<file path="src/rtl/ic_pkg.sv">
// Shared definitions for the address router: default ROM/RAM/AXI-bridge
// windows, the ID-width helper and the default decode-error ID.
package ic_pkg;

   localparam logic [31:0] ROM_MATCH = 32'h1000_0000;
   localparam logic [31:0] ROM_MASK  = 32'hFFFF_C000;
   localparam logic [31:0] RAM_MATCH = 32'h2000_0000;
   localparam logic [31:0] RAM_MASK  = 32'hFFFF_0000;
   localparam logic [31:0] AXI_MATCH = 32'h4000_0000;
   localparam logic [31:0] AXI_MASK  = 32'hF000_0000;

   localparam int DEF_NREGIONS = 3;

   // Region i lives in bits [i*32 +: 32]; ROM is region 0.
   localparam logic [DEF_NREGIONS*32-1:0] DEF_MAP_MATCH = {AXI_MATCH, RAM_MATCH, ROM_MATCH};
   localparam logic [DEF_NREGIONS*32-1:0] DEF_MAP_MASK  = {AXI_MASK,  RAM_MASK,  ROM_MASK};

   // The ID space covers every device port plus one decode-error ID.
   function automatic int ic_idw(input int nregions);
      return $clog2(nregions + 1);
   endfunction

   // Decode-error ID for the default three-region map (always equals NREGIONS).
   localparam int DEF_ERR_ID = DEF_NREGIONS;

endpackage

</file>
<file path="src/rtl/ic_id_fifo.sv">
// Generic synchronous FIFO used to remember, in order, which port owes the
// master its next response. DEPTH must be a power of two so the pointers
// wrap naturally. Push is refused while full, even if a pop happens in the
// same cycle; pop is refused while empty.
module ic_id_fifo #(
   parameter int WIDTH = 2,
   parameter int DEPTH = 4
) (
   input  logic                   g_clk,
   input  logic                   g_resetn,
   input  logic                   push,
   input  logic                   pop,
   input  logic [WIDTH-1:0]       data_in,
   output logic [WIDTH-1:0]       head,
   output logic                   full,
   output logic                   empty,
   output logic [$clog2(DEPTH):0] count
);

   localparam int PW = $clog2(DEPTH);

   logic [WIDTH-1:0] mem [DEPTH];
   logic [PW-1:0]    wr_ptr;
   logic [PW-1:0]    rd_ptr;
   logic             do_push;
   logic             do_pop;

   assign full    = (count == (PW+1)'(DEPTH));
   assign empty   = (count == '0);
   assign do_push = push && !full;
   assign do_pop  = pop && !empty;
   assign head    = mem[rd_ptr];

   // Pointer and occupancy bookkeeping.
   always_ff @(posedge g_clk) begin
      if (!g_resetn) begin
         wr_ptr <= '0;
         rd_ptr <= '0;
         count  <= '0;
      end else begin
         if (do_push) wr_ptr <= wr_ptr + 1'b1;
         if (do_pop)  rd_ptr <= rd_ptr + 1'b1;
         case ({do_push, do_pop})
            2'b10:   count <= count + 1'b1;
            2'b01:   count <= count - 1'b1;
            default: count <= count;
         endcase
      end
   end

   // Storage needs no reset: entries are only read once written.
   always_ff @(posedge g_clk) begin
      if (do_push) mem[wr_ptr] <= data_in;
   end

endmodule

</file>
<file path="src/rtl/ic_addr_router.sv">
// Address router: decodes the master request against NREGIONS mask/match
// windows, forwards the handshake to one device port, and steers responses
// back in request order using an ID FIFO. Unmapped requests are accepted and
// answered by the router itself with an error response.
// Optional feature macro: IC_ADDR_ROUTER_ERR_LOG_EN adds err_count/err_addr.
module ic_addr_router
   import ic_pkg::*;
#(
   parameter int                         NREGIONS        = DEF_NREGIONS,
   parameter int                         AW              = 32,
   parameter logic [NREGIONS*AW-1:0]     MAP_MATCH       = DEF_MAP_MATCH,
   parameter logic [NREGIONS*AW-1:0]     MAP_MASK        = DEF_MAP_MASK,
   parameter int                         MAX_OUTSTANDING = 4
) (
   input  logic                          g_clk,
   input  logic                          g_resetn,
   input  logic                          req_valid,
   output logic                          req_ready,
   input  logic [AW-1:0]                 req_addr,
   output logic [NREGIONS-1:0]           dev_req_valid,
   input  logic [NREGIONS-1:0]           dev_req_ready,
   input  logic [NREGIONS-1:0]           dev_rsp_valid,
   output logic [NREGIONS-1:0]           dev_rsp_ready,
   output logic                          rsp_valid,
   input  logic                          rsp_ready,
   output logic                          rsp_error,
   output logic [ic_idw(NREGIONS)-1:0]   rsp_sel
`ifdef IC_ADDR_ROUTER_ERR_LOG_EN
   ,
   output logic [15:0]                   err_count,
   output logic [AW-1:0]                 err_addr
`endif
);

   localparam int             IDW    = ic_idw(NREGIONS);
   localparam logic [IDW-1:0] ERR_ID = IDW'(NREGIONS);

   logic [IDW-1:0]                     sel;
   logic                               sel_dev_ready;
   logic [IDW-1:0]                     head;
   logic                               full;
   logic                               empty;
   logic [$clog2(MAX_OUTSTANDING):0]   count;
   logic                               unused_count;
   logic                               push;
   logic                               pop;

   // Lowest-index hit wins so overlapping windows resolve deterministically.
   always_comb begin
      sel = ERR_ID;
      for (int i = NREGIONS - 1; i >= 0; i--) begin
         if ((req_addr & MAP_MASK[i*AW +: AW]) == MAP_MATCH[i*AW +: AW]) sel = IDW'(i);
      end
   end

   // Forward the request to the selected device only when an ID slot is free.
   always_comb begin
      dev_req_valid = '0;
      sel_dev_ready = 1'b0;
      for (int i = 0; i < NREGIONS; i++) begin
         dev_req_valid[i] = req_valid && !full && (sel == IDW'(i));
         if (sel == IDW'(i)) sel_dev_ready = dev_req_ready[i];
      end
      req_ready = req_valid && !full && ((sel == ERR_ID) || sel_dev_ready);
   end

   // Only the port at the FIFO head may answer; an error head answers itself.
   always_comb begin
      dev_rsp_ready = '0;
      rsp_valid     = 1'b0;
      rsp_error     = 1'b0;
      rsp_sel       = '0;
      if (!empty) begin
         rsp_sel = head;
         if (head == ERR_ID) begin
            rsp_valid = 1'b1;
            rsp_error = 1'b1;
         end else begin
            for (int i = 0; i < NREGIONS; i++) begin
               if (head == IDW'(i)) begin
                  rsp_valid        = dev_rsp_valid[i];
                  dev_rsp_ready[i] = rsp_ready;
               end
            end
         end
      end
   end

   assign push         = req_valid && req_ready;
   assign pop          = rsp_valid && rsp_ready;
   assign unused_count = ^count;

   ic_id_fifo #(
      .WIDTH (IDW),
      .DEPTH (MAX_OUTSTANDING)
   ) u_id_fifo (
      .g_clk    (g_clk),
      .g_resetn (g_resetn),
      .push     (push),
      .pop      (pop),
      .data_in  (sel),
      .head     (head),
      .full     (full),
      .empty    (empty),
      .count    (count)
   );

`ifdef IC_ADDR_ROUTER_ERR_LOG_EN
   // Log accepted decode errors: saturating count plus last offending address.
   always_ff @(posedge g_clk) begin
      if (!g_resetn) begin
         err_count <= '0;
         err_addr  <= '0;
      end else if (push && (sel == ERR_ID)) begin
         if (err_count != 16'hFFFF) err_count <= err_count + 16'd1;
         err_addr <= req_addr;
      end
   end
`endif

endmodule

</file>
<file path="config.mk">
export PLATFORM = sky130hd
export DESIGN_NAME = ic_addr_router
export DESIGN_NICKNAME = d
export VERILOG_FILES = /design/src/rtl/ic_pkg.sv /design/src/rtl/ic_id_fifo.sv /design/src/rtl/ic_addr_router.sv
export SDC_FILE = /design/constraint.sdc
export NUM_CORES = 1
export LEC_CHECK = 0
export CAP_MARGIN = 0
export CORE_MARGIN = 5
export CORE_UTILIZATION = 36
export DETAILED_ROUTE_END_ITERATION = 8
export GPL_TIMING_DRIVEN = 0
export PLACE_DENSITY = 0.76
export REMOVE_ABC_BUFFERS = 1
export SYNTH_ARGS = -nofsm -noshare
export SYNTH_HDL_FRONTEND = slang
export SYNTH_SLANG_ARGS = --single-unit
</file>
<file path="constraint.sdc">
create_clock -name g_clk -period 2.75 [get_ports g_clk]
set_input_delay 0.55 -clock g_clk [delete_from_list [all_inputs] [get_ports g_clk]]
set_output_delay 0.55 -clock g_clk [all_outputs]
set_load 0.005 [all_outputs]
</file>
==> results of run 1 <==
what timing repair did:
item	4_1_cts	5_1_grt
buffers inserted	4	3
endpoints found under the setup margin	9	6
pin swaps	7	1
gates resized for setup	15	7
layout by cell type, fill, tap and decap left out, drive strengths merged, types with 2 or more instances in the layout:
cell type	Yosys	routed
or3	2	2
and3	2	2
o21ai	3	3
nand2b	5	5
nor2	8	8
nor3	3	3
ha	5	5
dfxtp	9	9
and2	7	7
nor4	4	4
nand2	11	11
mux4	3	3
clkbuf	0	3
dlymetal6s2s	0	3
or4b	2	2
a21boi	2	2
mux2i	5	5
edfxtp	8	8
clkdlybuf4s50	0	30
inv	9	9
dlygate4sd2	0	5
buf	1	7
routing by layer:
layer	up-vias	part of all wire [%]	global-route usage [%]
li1	451	-	-
met1	422	40	12.67
met2	43	47	21.11
met3	7	11	4.729
met4	0	2.1	5.598
met5	-	0	0
area by class of cell:
cell class              count  area share, %
clock inverters             1         0.3145
inverters                   9          2.123
well taps                  31          2.437
multi-input cells          74          39.70
repair buffers             45          27.52
clock buffers               3          1.415
flip-flops and latches     17          26.49
power by group through the flow:
stage / Combinational [mW] / Sequential (mW) / Clock, mW
after floorplan: 0.257 / 0.343 / 0
after global placement: 0.427 / 0.350 / 0
after detailed placement: 0.449 / 0.353 / 0
after CTS: 0.459 / 0.349 / 0.134
after global routing: 0.521 / 0.359 / 0.144
final: 0.472 / 0.351 / 0.131
worst paths after layout:
path                         end  slack (ps)
max reg2reg   u_id_fifo.count[2]         120
min reg2reg  u_id_fifo.rd_ptr[1]         480
max             dev_rsp_ready[0]          70
min          u_id_fifo.rd_ptr[1]         480
cells by family after synthesis:
group	after synthesis	share of synthesized area (%)
multiplexers	9	13.27
XOR/XNOR	2	1.659
flip-flops	17	39.81
buffers and inverters	10	3.910
AND/OR/NAND/NOR	49	28.67
AO/OA/AOI/OAI	8	4.858
adder cells (fa/ha/maj)	6	7.820
worst reg2reg max path, delay by kind of cell (launching register included):
kind / cells / cell delay [ps]
AOI/OAI and AO/OA: 1 / 130
xor gates and xnor gates: 1 / 150
adders and majority gates: 2 / 550
buffers and inverters: 1 / 50
DFF: 1 / 400
muxes: 2 / 740
and+or+nand+nor: 3 / 550
metrics by stage:
step           setup slack (ps)  hold slack (ps)
2_1_floorplan            -91.68            445.1
3_3_place_gp             -627.3            455.0
3_5_place_dp             -703.6            471.8
4_1_cts                   6.712            485.2
5_1_grt                  -22.11            512.9
6_report                  71.06            478.4
==> flow_results.org, run 1 <==
** Placement
- Routability-driven placement finished with a final weighted congestion of 0.7489.
- Total placed cells including tap cells :: 169
- After detailed placement, the total cell area comes to 0.001468 mm^2.
- The wire-length estimate of the detail-placed layout is 1936 um.
- Buffers placed on the I/O ports in this run total 38.

** Detailed routing
- Remaining DRCs :: 0
- Summed over all layers, the routed wires come to 2386 um.
- The first detailed-routing pass took 3 iterations.
- Vias/cell :: 5.128
- First-iteration detailed-routing DRC count :: 6
- The detail route stage leaves a number of antenna-violating nets equal to 0.
- Summing over every cut layer, the via total after detailed routing is 923.
- WL/cell :: 13.26 um

** Power
- Share of power burned in registers :: 36.8%
- Comb power frac :: 49.5%
- Internal power comes to 0.6435 mW.
- In this run the power spent charging and discharging nets is 0.3099 mW.
- Of the total power, the share spent switching nets is 32.50%.
- IR analysis of the VDD net gives a maximum drop of 0.0005480 V.
- Power density over cell area :: 599.0 mW/mm^2
- Static Leakage :: 0.6455 nW
- The clock network burns 13.7% of the power.
- Total power for the finished layout comes to 0.9533 mW.

** Timing
- Worst slew margin relative to its limit :: 67.42%
- Setup total negative slack on the finished layout was measured at 0 ps.
- Setup repair after global routing missed its margin :: yes
- Derived from the worst setup path, the maximum achievable clock frequency is 0.3733 GHz.
- For the pin with the worst max-slew slack, the measured transition is 484.4 ps.
- For the finished layout, the period the worst path requires is 2679 ps.
- Final-report hold violation count :: 0
- In the finished design, the share of the clock period the worst path needs comes to 97.42%.
- The number of max-slew violations in the final report is 0.
- Clock skew after layout :: 2.827 ps
- Setup violations remaining at the end of the flow were counted as 0.

** Clocking
- Sink count of the clock tree :: 17
- Hold-fix buffers, CTS :: 0
- In this run the number of H-tree levels came out at 1.
- TritonCTS built the clock tree.
- The root buffer cell chosen for the clock tree is clkbuf_4.
- The number of clock buffers added by TritonCTS is 3.
- Clock-pin slew was measured on the worst setup and hold paths at 100 ps.
- The later pin in the worst-skew pair is clocked with a latency of 290 ps.
- No sink is reached through more buffers than the 2 on the longest clock path.

** Setup path
- For the worst setup path, the data arrival time is 2130 ps.
- On the worst path, the slowest cell contributes a delay of 520 ps.
- Together, buffers and inverters on the worst path number 1.
- In this design, the largest share of critical-path delay is due to multiplexers.
- STA classifies the critical path startpoint as a flip-flop.
- The most critical setup path has its startpoint at u_id_fifo.mem[3][0].
- Cell type of the slowest stage on the worst timing path :: mux4_2
- Source of the worst register-to-register timing path :: u_id_fifo.mem[3][1]
- Worst R2R Path Depth :: 10
- The critical path crosses 4 cells after its start point.
- STA classifies the critical path endpoint as an output pin.
- The worst setup path is of the flip-flop to output pin kind.
- Critical Path, Cell by Cell :: mux4_2, or2_2, nor2_1, clkdlybuf4s50_1
- Crit path max fanout :: 3
- WP data required :: 2200 ps

** Yosys
- Of the synthesized area, sequential elements account for 39.81%.
- Each instance of the synthesized netlist takes up on average 10.46 um^2.
- The synthesized design contains 8 enable-type register cells.
- Area contributors post-synth :: edfxtp_1 (23%), dfxtp_1 (17%), ha_1 (5.9%)
- Post-synthesis instance total :: 101
- After synthesis the cells add up to 0.001056 mm^2.
- Synthesis inferred 17 register bits.
- Async set-or-reset flop fraction in the synthesized netlist :: 0%
- Number of distinct standard cells referenced by the synthesized netlist :: 35
- Area fraction of the dominant cell type after synthesis :: 22.75%
- Warnings from Yosys :: 0
- In the synthesized netlist, the cells that appear most often are nand2_1 (11), dfxtp_1 (9), inv_1 (9).
- In the synthesized netlist the dominant register cell turns out to be dfxtp_1.
- The largest total area in the synthesized netlist belongs to edfxtp_1.
- Most frequent cell after synthesis :: nand2_1

** Global route
- Entering global routing, the biggest net connects 12 pins.
- Via count of the first global-routing pass :: 989
- Summed over all layers, the global routing overflow is 0.
- All-layer global routing usage :: 12.09%
- Number of antenna violations at the first check in global routing :: 0
- Global-route wire length before repair :: 4043 um

** Floorplanning
- Die outline width :: 64.16 um
- Core Box Area :: 0.002781 mm^2
- Chip height :: 64.16 um
- Initial Util :: 37.97%
- The die covers 0.004117 mm^2.
- Number of standard-cell rows in the floorplan :: 19
- Count of boundary I/O pins :: 53

** Layout
- Antenna cells :: 0
- At the end of the flow, the number of nets in the layout was 198.
- Fill cells in the final layout number 245.
- Growth of design area from synthesis to finish :: 50.71%
- After routing the design area is 0.001592 mm^2.
- At the end of the flow the core is filled with cells to 57.22%.
- Area used by multi-input combinational logic :: 631.9 um^2
- The post-route netlist has 21.48% of its cells at a drive strength greater than 1.
- The count of cells in the finished layout, fillers not included, comes to 180.
- Summing all flip-flop and latch instances after layout gives 421.7 um^2.

** Flow run
- Max-cap violations in this run came to 0.

** Min path
- The worst hold path was traced through 2 stages.
- The tightest min-delay check is of the flip-flop to flip-flop type.
- Critical hold path startpoint :: u_id_fifo.rd_ptr[1]

** Outcome
- The run finished with clean final reports.
(Power assumes the default switching activity.)
==> run 2, diff against run 1 <==
--- a/config.mk
+++ b/config.mk
@@ -12,6 +12,7 @@
 export GPL_TIMING_DRIVEN = 0
 export PLACE_DENSITY = 0.76
 export REMOVE_ABC_BUFFERS = 1
+export SKIP_LAST_GASP = 1
 export SYNTH_ARGS = -nofsm -noshare
 export SYNTH_HDL_FRONTEND = slang
 export SYNTH_SLANG_ARGS = --single-unit
==> run 2 against run 1 <==
Compared with the run above:
- design area shrank 0.39%
- via count grew 0.11%
- sequential power is essentially flat
- cell count is the same
- maximum frequency shrank 1.2%
- clock power is essentially flat
- non-clock buffer count is the same
- critical endpoint is now req_ready
==> flow_results.org, run 2 (synthesized netlist as in run 1, its figures left out) <==
** Outcome
- The run finished with clean final reports.

** Timing
- The number of max-slew violations in the final report came to 0 (unchanged).
- The minimum setup slack in the final design is 39.77 ps (-31.29 ps).
- Setup repair after global routing could not meet its margin everywhere.
- The max-slew headroom at the worst pin is 67.47% (about the same).
- Tightest Pin Transition :: 483.6 ps (-0.7781 ps)
- The number of setup violations in the final report is 0 (unchanged).
- The time the worst path needs with I/O delays and setup came to 2710 ps (+31.29 ps).
- Final-report hold violation count :: 0 (unchanged)
- The top achievable clock speed came to 0.3690 GHz (-1.2%).
- The post-route clock period utilization came to 98.55% (+1.1 points).
- The clock skew is 2.805 ps (-0.02209 ps).

** Setup path
- WP data required :: 2200 ps (about the same)
- Source of the worst register-to-register timing path :: u_id_fifo.mem[3][1]
- Setup crit end kind :: output pin
- The most critical setup path has its startpoint at req_addr[15].
- CP Launch Type :: input pin
- Following the worst setup path forward leads to its endpoint at req_ready.
- Worst R2R Path Depth :: 10 (unchanged)
- The highest net fanout along the worst path was 4 (+1).
- The critical path is of the input pin to output pin type.
- Critical path data arrival time :: 2160 ps (+30 ps)
- The slack of the worst reg-to-reg path came to 120 ps (about the same).
- Capture instance of the worst register-to-register path :: u_id_fifo.count[2]

** Global route
- The largest net degree at the start of global routing came to 12 (unchanged).
- The initial antenna violation count came to 0 (unchanged).
- Global-route wire length before repair :: 4043 um (unchanged)
- The overall track demand over capacity in global routing came to 12.09% (unchanged).
- Via count of the first global-routing pass :: 989 (unchanged)
- Global-route congestion overflow total :: 0 (unchanged)

** Layout
- Growth of design area from synthesis to finish :: 50.12%
- Leading cell type in the layout, fill and taps excluded :: clkdlybuf4s50_1
- Antenna cells :: 0 (unchanged)
- The sequential cell area was 421.7 um^2 (unchanged).
- The net total in the final layout came to 198 (unchanged).
- In the layout the commonest cells are clkdlybuf4s50_1 (31), nand2_1 (11), inv_1 (9).
- Filler Cell Count :: 244 (-0.41%)
- The ratio of cells with drive above 1 in the final layout was 21.48% (unchanged).
- Area used by multi-input combinational logic :: 631.9 um^2 (unchanged)

** Flow run
- Max capacitance violation total :: 0 (unchanged)

** Clocking
- The number of buffers added by the clock tree synthesis step was 3 (unchanged).
- Skew-Pair Late Insertion Delay :: 290 ps (about the same)
- The buffer levels on the longest clock path came to 2 (unchanged).
- The clock-pin slew of the registers on the worst-case setup and hold paths was 90 ps (about the same).
- The H-tree depth was 1 (unchanged).
- Clock Root Buffer :: clkbuf_4
- The count of clock tree sinks is 17 (unchanged).
- TritonCTS built the clock tree.
- Hold-fix buffers, CTS :: 0 (unchanged)

** Floorplanning
- Count of boundary I/O pins :: 53 (unchanged)
- The vertical die dimension came to 64.16 um (unchanged).
- Die Area :: 0.004117 mm^2 (unchanged)
- The die span in x is 64.16 um (unchanged).
- The initial cell density of the core is 37.97% (unchanged).
- Core Box Area :: 0.002781 mm^2 (unchanged)
- Number of standard-cell rows in the floorplan :: 19 (unchanged)

** Power
- The switching power of the nets came to 0.3101 mW (about the same).
- The part of the power in registers came to 36.7% (about the same).
- Power density over cell area :: 602.0 mW/mm^2 (+0.49%)
- The switching part of the total power came to 32.49% (about the same).
- Power after layout :: 0.9543 mW (about the same)
- The internal portion of total power came to 0.6442 mW (+0.12%).
- The leakage power of the design was 0.6351 nW (-1.6%).
- The clock network fraction of total power came to 13.7% (about the same).
- The worst IR drop on VDD came to 0.0005480 V (about the same).
- Comb power frac :: 49.5% (about the same)

** Placement
- The number of buffers inserted by port buffering was 38 (unchanged).
- The weighted congestion at the end of routability-driven global placement was 0.7489 (unchanged).
- The post-detailed-placement half-perimeter wirelength was 1936 um (unchanged).
- Worst slack, placed :: -703.6 ps (unchanged)

** Detailed routing
- The number of DRC markers in iteration 0 was 8 (+2).
- WL/cell :: 13.27 um (about the same)
- The number of vias per cell came to 5.133 (+0.11%).
- Antenna-violating nets left :: 0 (unchanged)
- Number of vias after detailed routing :: 924 (+0.11%)
- The length of the first detailed-routing pass in iterations is 4 (+1).
- The post-route DRC violation count was 0 (unchanged).
- The post-detailed-routing wire length was 2388 um (about the same).

** Min path
- In this run the worst hold path is classified as flip-flop to flip-flop.
[run 2: cell types whose count changed in the layout (fill, tap and decap cells not counted)]
cell             previous run  this run
buf_4                       6         7
buf_6                       1         0
clkdlybuf4s50_1            30        31
dlymetal6s2s_1              3         2
[run 2: worst max-delay path, stage by stage]
cell	delay (ps)
clkdlybuf4s50_1	420
nor4_2	240
nand3b_1	180
o22ai_2	210
a21oi_2	100
clkdlybuf4s50_1	460
[run 2: power groups by stage]
stage                     sequential [mW]  combinational [mW]  clock (mW)
after floorplan                     0.343               0.257           0
after global placement              0.350               0.427           0
after detailed placement            0.353               0.449           0
after CTS                           0.349               0.459       0.134
after global routing                0.359               0.521       0.144
final                               0.351               0.473       0.131
[run 2: cell type report]
class | instances | area share, %
Clock buffer | 3 | 1.421
Clock inverter | 1 | 0.3157
Inverter | 9 | 2.131
Multi-Input combinational cell | 74 | 39.86
Sequential cell | 17 | 26.60
Tap cell | 31 | 2.447
Timing Repair Buffer | 45 | 27.23
[run 2: how the worst min path moves through the flow]
stage / startpoint / slack (ps) / endpoint / cells after the start
6_report: u_id_fifo.rd_ptr[1] / 480 / u_id_fifo.rd_ptr[1] / 2
5_1_grt: u_id_fifo.rd_ptr[1] / 510 / flip-flop / 2
4_1_cts: u_id_fifo.rd_ptr[1] / 490 / flip-flop / 2
3_5_place_dp: u_id_fifo.rd_ptr[1] / 470 / u_id_fifo.rd_ptr[1] / 2
3_3_place_gp: u_id_fifo.rd_ptr[1] / 460 / flip-flop / 2
2_1_floorplan: u_id_fifo.rd_ptr[1] / 450 / flip-flop / 2
[run 2: timing repair]
| action | in CTS | in global routing |
|---|---|---|
| pin swaps | 7 | 1 |
| setup endpoints to repair | 9 | 6 |
| cloned | 0 | 0 |
| buffers inserted | 4 | 3 |
| hold endpoints to repair | 0 | 0 |
| gates resized for setup | 15 | 5 |
[run 2: per-layer routing]
layer | part of all wire, % | GRT usage (%) | vias up
li1 | - | - | 451
met1 | 40 | 12.67 | 421
met2 | 47 | 21.11 | 45
met3 | 11 | 4.729 | 7
met4 | 2.1 | 5.598 | 0
met5 | 0 | 0 | -
[run 2: metrics by stage]
stage          utilization, %  cell area, um^2  cells  TNS, ps  hold WS [ps]
4_1_cts                 55.56             1545    177        0         485.2
2_1_floorplan               -             1049    100   -91.68         445.1
3_5_place_dp            52.77             1468    169    -1869         471.8
6_report                57.00             1585    180        0         479.9
5_1_grt                 57.00             1585    180   -58.82         512.9
3_3_place_gp            52.77             1468    169    -1582         455.0
